==> src/rtl/seq_detect_fsm_if.sv <==
// Serial pattern detector bus: qualified bit stream in, match status out.
interface seq_detect_fsm_if #(
    parameter int LEN   = 4,
    parameter int CNT_W = 8
);
    localparam int SW = $clog2(LEN + 1);

    logic             clear;
    logic             din_valid;
    logic             din;
    logic             match_mealy;
    logic             match_moore;
    logic [SW-1:0]    progress;
    logic [CNT_W-1:0] match_count;
    logic             count_sat;

    modport master (
        output clear, din_valid, din,
        input  match_mealy, match_moore, progress, match_count, count_sat
    );

    modport slave (
        input  clear, din_valid, din,
        output match_mealy, match_moore, progress, match_count, count_sat
    );
endinterface

==> src/rtl/seq_detect_fsm.sv <==
// Serial pattern detector: KMP-style FSM over a compile-time pattern with a
// combinational Mealy match pulse, a registered Moore match level and a
// saturating match counter.
module seq_detect_fsm #(
    parameter int             LEN     = 4,
    parameter logic [LEN-1:0] PATTERN = 4'b1011,
    parameter bit             OVERLAP = 1'b1,
    parameter int             CNT_W   = 8
) (
    input  logic clk,
    input  logic reset,
    seq_detect_fsm_if.slave bus
);
    localparam int SW = $clog2(LEN + 1);
    localparam int NT = 2 ** SW;

    // Longest j <= p+1 such that prefix(j) equals the tail of prefix(p) followed by b.
    function automatic int kmp_next(input int p, input int b);
        int   k;
        int   idx;
        bit   ok;
        logic sb;
        k = 0;
        if (p < LEN) begin
            for (int j = 1; j <= p + 1; j++) begin
                ok = 1'b1;
                for (int i = 0; i < j; i++) begin
                    idx = p + 1 - j + i;
                    sb  = (idx == p) ? b[0] : PATTERN[LEN-1-idx];
                    if (PATTERN[LEN-1-i] != sb) ok = 1'b0;
                end
                if (ok) k = j;
            end
        end
        return k;
    endfunction

    // Length of the longest proper border (prefix that is also a suffix) of PATTERN.
    function automatic int border_len();
        int bl;
        bit ok;
        bl = 0;
        for (int j = 1; j < LEN; j++) begin
            ok = 1'b1;
            for (int i = 0; i < j; i++)
                if (PATTERN[LEN-1-i] != PATTERN[j-1-i]) ok = 1'b0;
            if (ok) bl = j;
        end
        return bl;
    endfunction

    localparam int B = border_len();

    generate
        if (LEN < 2 || LEN > 16) begin : g_bad_len
            $error("seq_detect_fsm: LEN must be in 2..16");
        end
        if (CNT_W < 1 || CNT_W > 32) begin : g_bad_cnt
            $error("seq_detect_fsm: CNT_W must be in 1..32");
        end
        if ($bits(bus.match_count) != CNT_W || $bits(bus.progress) != SW) begin : g_bad_if
            $error("seq_detect_fsm: interface parameters do not match the detector");
        end
    endgenerate

    typedef enum logic [SW-1:0] {
        S0   = '0,
        DONE = SW'(LEN)
    } state_t;

    // Transition table indexed by effective prefix and incoming bit; padded to a
    // power of two so the prefix register can index it directly.
    logic [SW-1:0] w_tab [NT][2];

    genvar gp, gb;
    generate
        for (gp = 0; gp < NT; gp++) begin : g_row
            for (gb = 0; gb < 2; gb++) begin : g_col
                localparam int K = kmp_next(gp, gb);
                assign w_tab[gp][gb] = SW'(K);
            end
        end
    endgenerate

    state_t           r_state;
    state_t           w_next;
    logic [SW-1:0]    w_p;
    logic [SW-1:0]    w_k;
    logic             w_legal;
    logic             w_hit;
    logic [CNT_W-1:0] r_cnt;
    logic             w_sat;

    assign w_sat = &r_cnt;

    // State register; asynchronous reset drops any partial match.
    always_ff @(posedge clk or posedge reset) begin
        if (reset) r_state <= S0;
        else       r_state <= w_next;
    end

    // Next-state and Mealy match: effective prefix, KMP step, clear/illegal handling.
    always_comb begin
        w_legal = (r_state <= DONE);
        w_p     = '0;
        if (r_state == DONE)
            w_p = OVERLAP ? SW'(B) : '0;
        else if (w_legal)
            w_p = r_state;
        w_k    = w_tab[w_p][bus.din];
        w_hit  = bus.din_valid & ~bus.clear & ~reset & w_legal & (w_k == SW'(LEN));
        w_next = r_state;
        if (bus.clear || !w_legal)
            w_next = S0;
        else if (bus.din_valid)
            w_next = state_t'(w_k);
    end

    // Saturating match counter; clear wins over a completing bit.
    always_ff @(posedge clk or posedge reset) begin
        if (reset)
            r_cnt <= '0;
        else if (bus.clear)
            r_cnt <= '0;
        else if (w_hit && !w_sat)
            r_cnt <= r_cnt + 1'b1;
    end

    assign bus.match_mealy = w_hit;
    assign bus.match_moore = (r_state == DONE);
    assign bus.progress    = r_state;
    assign bus.match_count = r_cnt;
    assign bus.count_sat   = w_sat;
endmodule

==> src/flat_wrapper.sv <==
// flat-port wrapper written by rule: the top's interface ports become plain ports
module seq_detect_fsm_flat 
#(
    parameter int             LEN     = 4,
    parameter logic [LEN-1:0] PATTERN = 4'b1011,
    parameter bit             OVERLAP = 1'b1,
    parameter int             CNT_W   = 8
)
  (clk, reset, bus_clear, bus_din_valid, bus_din, bus_match_mealy, bus_match_moore, bus_progress, bus_match_count, bus_count_sat);
  seq_detect_fsm_if #(.LEN(LEN), .CNT_W(CNT_W)) bus_i ();
  input  logic clk;
  input  logic reset;
  input wire logic [$bits(bus_i.clear)-1:0] bus_clear;
  input wire logic [$bits(bus_i.din_valid)-1:0] bus_din_valid;
  input wire logic [$bits(bus_i.din)-1:0] bus_din;
  output wire logic [$bits(bus_i.match_mealy)-1:0] bus_match_mealy;
  output wire logic [$bits(bus_i.match_moore)-1:0] bus_match_moore;
  output wire logic [$bits(bus_i.progress)-1:0] bus_progress;
  output wire logic [$bits(bus_i.match_count)-1:0] bus_match_count;
  output wire logic [$bits(bus_i.count_sat)-1:0] bus_count_sat;
  assign bus_i.clear = bus_clear;
  assign bus_i.din_valid = bus_din_valid;
  assign bus_i.din = bus_din;
  assign bus_match_mealy = bus_i.match_mealy;
  assign bus_match_moore = bus_i.match_moore;
  assign bus_progress = bus_i.progress;
  assign bus_match_count = bus_i.match_count;
  assign bus_count_sat = bus_i.count_sat;
  seq_detect_fsm #(.LEN(LEN), .PATTERN(PATTERN), .OVERLAP(OVERLAP), .CNT_W(CNT_W)) u_core (.clk(clk), .reset(reset), .bus(bus_i));
endmodule
==> config.mk <==
export PLATFORM = sky130hd
export DESIGN_NAME = seq_detect_fsm_flat
export DESIGN_NICKNAME = d
export VERILOG_FILES = /design/src/rtl/seq_detect_fsm_if.sv /design/src/rtl/seq_detect_fsm.sv /design/src/flat_wrapper.sv
export SDC_FILE = /design/constraint.sdc
export NUM_CORES = 1
export LEC_CHECK = 0
export CAP_MARGIN = 5
export CORE_MARGIN = 2
export CORE_UTILIZATION = 40
export CTS_CLUSTER_SIZE = 20
export DETAILED_ROUTE_END_ITERATION = 10
export PLACE_DENSITY = 0.71
export SETUP_SLACK_MARGIN = 0.2
export SYNTH_ARGS = -nofsm -noshare
export SYNTH_HDL_FRONTEND = slang
export SYNTH_SLANG_ARGS = --single-unit
export TNS_END_PERCENT = 30
==> constraint.sdc <==
create_clock -name clk -period 1.7 [get_ports clk]
set_input_delay 0.34 -clock clk [delete_from_list [all_inputs] [get_ports clk]]
set_output_delay 0.34 -clock clk [all_outputs]
set_load 0.01 [all_outputs]
==> results <==
critical path, cell delays in order (launching register included):
cell and delay (ns):
dfrtp_2 0.41, nand4b_4 0.17, or4_4 0.52, inv_2 0.08, buf_6 0.09
cell families after synthesis:
kind of cell / synth area share (%)
AOI/OAI and AO/OA: 17.15
adders and majority gates: 1.949
buffers and inverters: 5.458
DFF: 42.88
muxes: 3.314
and+or+nand+nor: 29.24
placed cells by master, fill, tap and decap left out, types with 3 or more instances in the layout:
cell / n
buf_4: 27
dlygate4sd2_1: 10
dfrtp_1: 9
a21oi_1: 6
nor2_1: 6
nand2_1: 5
buf_6: 5
inv_1: 4
o21ai_0: 3
clkbuf_4: 3
per-layer routing:
layer | up-vias | track usage [%] | share of wire, %
met1 | 357 | 29.66 | 42
met3 | 4 | 5.306 | 5.9
met5 | - | 0 | 0
met2 | 30 | 42.06 | 51
met4 | 0 | 11.52 | 1.2
li1 | 364 | - | -
metrics by stage:
step | std cells | TNS [ns] | hold WS [ns]
global route | 138 | -1.339 | 0.4772
global placement | 129 | -4.345 | 0.5629
finish | 138 | -0.7352 | 0.4443
detailed placement | 129 | -4.634 | 0.5799
floorplan | 72 | -0.3811 | 0.1923
CTS | 137 | -1.165 | 0.4717
worst max-delay path by stage:
stage / cells past startpoint / from / end
after global placement: 5 / bus_din_valid / bus_match_mealy
after floorplan: 5 / u_core.bus.progress[2] / u_core.bus.match_count[5]
final: 4 / u_core.bus.progress[2] / bus_match_mealy
after global routing: 4 / u_core.bus.progress[2] / bus_match_mealy
after CTS: 4 / u_core.bus.progress[2] / bus_match_mealy
after detailed placement: 5 / bus_din_valid / bus_match_mealy
state kept, by name, indices dropped and copies added, names as in the netlist:
register                flops
u_core.bus.match_count      8
u_core.bus.progress         3
power by group:
group / total, mW / switching (mW) / internal [mW]
sequential: 0.265 / 0.00176 / 0.263
clock: 0.189 / 0.101 / 0.0872
combinational: 0.0576 / 0.0313 / 0.0264
total: 0.511 / 0.134 / 0.377
what timing repair did:
action | CTS | global route
gates resized for setup | 41 | 12
hold buffers | 0 | 0
setup buffers | 4 | 1
endpoints found under the setup margin | 22 | 14
pin swaps | 8 | 5
area by class of cell:
type	instances	area share, %
inverters	6	1.891
clock buffers	3	1.891
repair buffers	48	33.93
well taps	16	1.681
clock inverters	1	0.4202
flip-flops and latches	11	23.32
multi-input cells	53	36.87
==> impl_metrics.yaml <==
status:
  outcome: "finished, violations left"
  violations: "negative setup slack"
place:
  placed_cell_area_sq_mm: 0.001035
  gp_congestion: 0.8196
  io_buffers: 18
  place_ws_ns: -0.7976
  hpwl_microns: 1370
logic_synthesis:
  synth_area_per_cell_sq_um: 8.915
  synth_cell_types: 32
  ys_async_sr_fraction_pct: 100.0
  ys_seq_area_share_pct: 42.88
  netlist_instances: 72
  yosys.area.top_type: "dfrtp_1"
  synthFlopType: "dfrtp_1"
  synth_edf_count: 0
  synth_fp_nets: 78
  ys_ff_latch: 11
  syn-cell-area_sq_um: 641.9
  yosysWarnings: 0
  synthTopCellsByCount: "dfrtp_1 (11), a21oi_1 (9), inv_1 (6), nand2_1 (6), nor2_1 (6)"
  yosysTopAreaCellShare_pct: 42.88
  yosysMostFrequentCell: "dfrtp_1"
  synth_area_leaders: "dfrtp_1 (43%), a21oi_1 (7.0%), inv_1 (3.5%)"
sta:
  hold_viol: 0
  slew-limit-headroom_pct: 69.14
  fin_crit_sh_pct: 110.8
  worst_pin_slew_ns: 0.4624
  finalMaxSlewViolations: 0
  period_needed_ns: 1.884
  finalSetupViolations: 8
  finClkSkew_ns: 0.009212
  setup_ws_ns: -0.1842
  timing.fmax_mhz: 530.7
  grt_setup_unrepaired: "true"
final_layout:
  drive_gt1_share_pct: 47.54
  final_util_pct: 79.07
  fin_nets: 129
  syn2layout_area_growth_pct: 85.57
  register_area_sq_um: 277.8
  design_area_sq_mm: 0.001191
  multi_input_area_sq_um: 439.2
  diodes: 0
  fillers: 104
floorplan:
  die_h_microns: 44.06
  dieArea_sq_mm: 0.001941
  start_util_pct: 42.61
  io_pins: 19
  core-area_sq_mm: 0.001506
  die_x_microns: 44.06
  rows: 14
clock_network:
  ctsLongestPathBuffers: 2
  clkLatencyLatePin_ns: 0.28
  clkTransAtPathRegs_ns: 0.09
  cts_made_buffers: 3
  htree_levels: 1
  root_buffer: "clkbuf_4"
  clkSinkCount: 11
  cts_tree: "yes"
flow_run:
  maxCapViolCount: 0
pwr:
  ir_drop_uv: 357.7
  p_leak_nw: 0.6299
  p_total_mw: 0.5113
  power_density_mw_per_mm2: 429.3
setup_path:
  worst_ep_arrival_time_ns: 1.54
  reg2reg_slack_ns: -0.16
  cp_data_required_time_ns: 1.36
  r2r_end: "u_core.bus.match_count[3]"
  crit_path_start_kind: "register"
  cp-end-kind: "output pin"
  crit_fanout: 2
  worstReg2RegStart: "u_core.bus.progress[2]"
  rr_worst_depth: 5
  path_class: "register to output pin"
global_routing:
  grt_pass1_wl_microns: 3456
  antenna_found_initial: 0
  grtUsageTotal_pct: 24.70
  first_global_vias: 756
  grt_max_degree: 14
  grt_overflow: 0
route:
  drtPass1Iterations: 4
  via_count: 755
  antenna_left: 0
  drc: 0
  routedWlPerCell_microns: 15.72
  dr.first_iter.drc_count: 12
  viasPerCell: 5.471
  totalWireLength_microns: 2170
min_path:
  hold_class: "primary input to asynchronous set/reset pin"
Note: power is estimated with default switching activity, not from simulation.
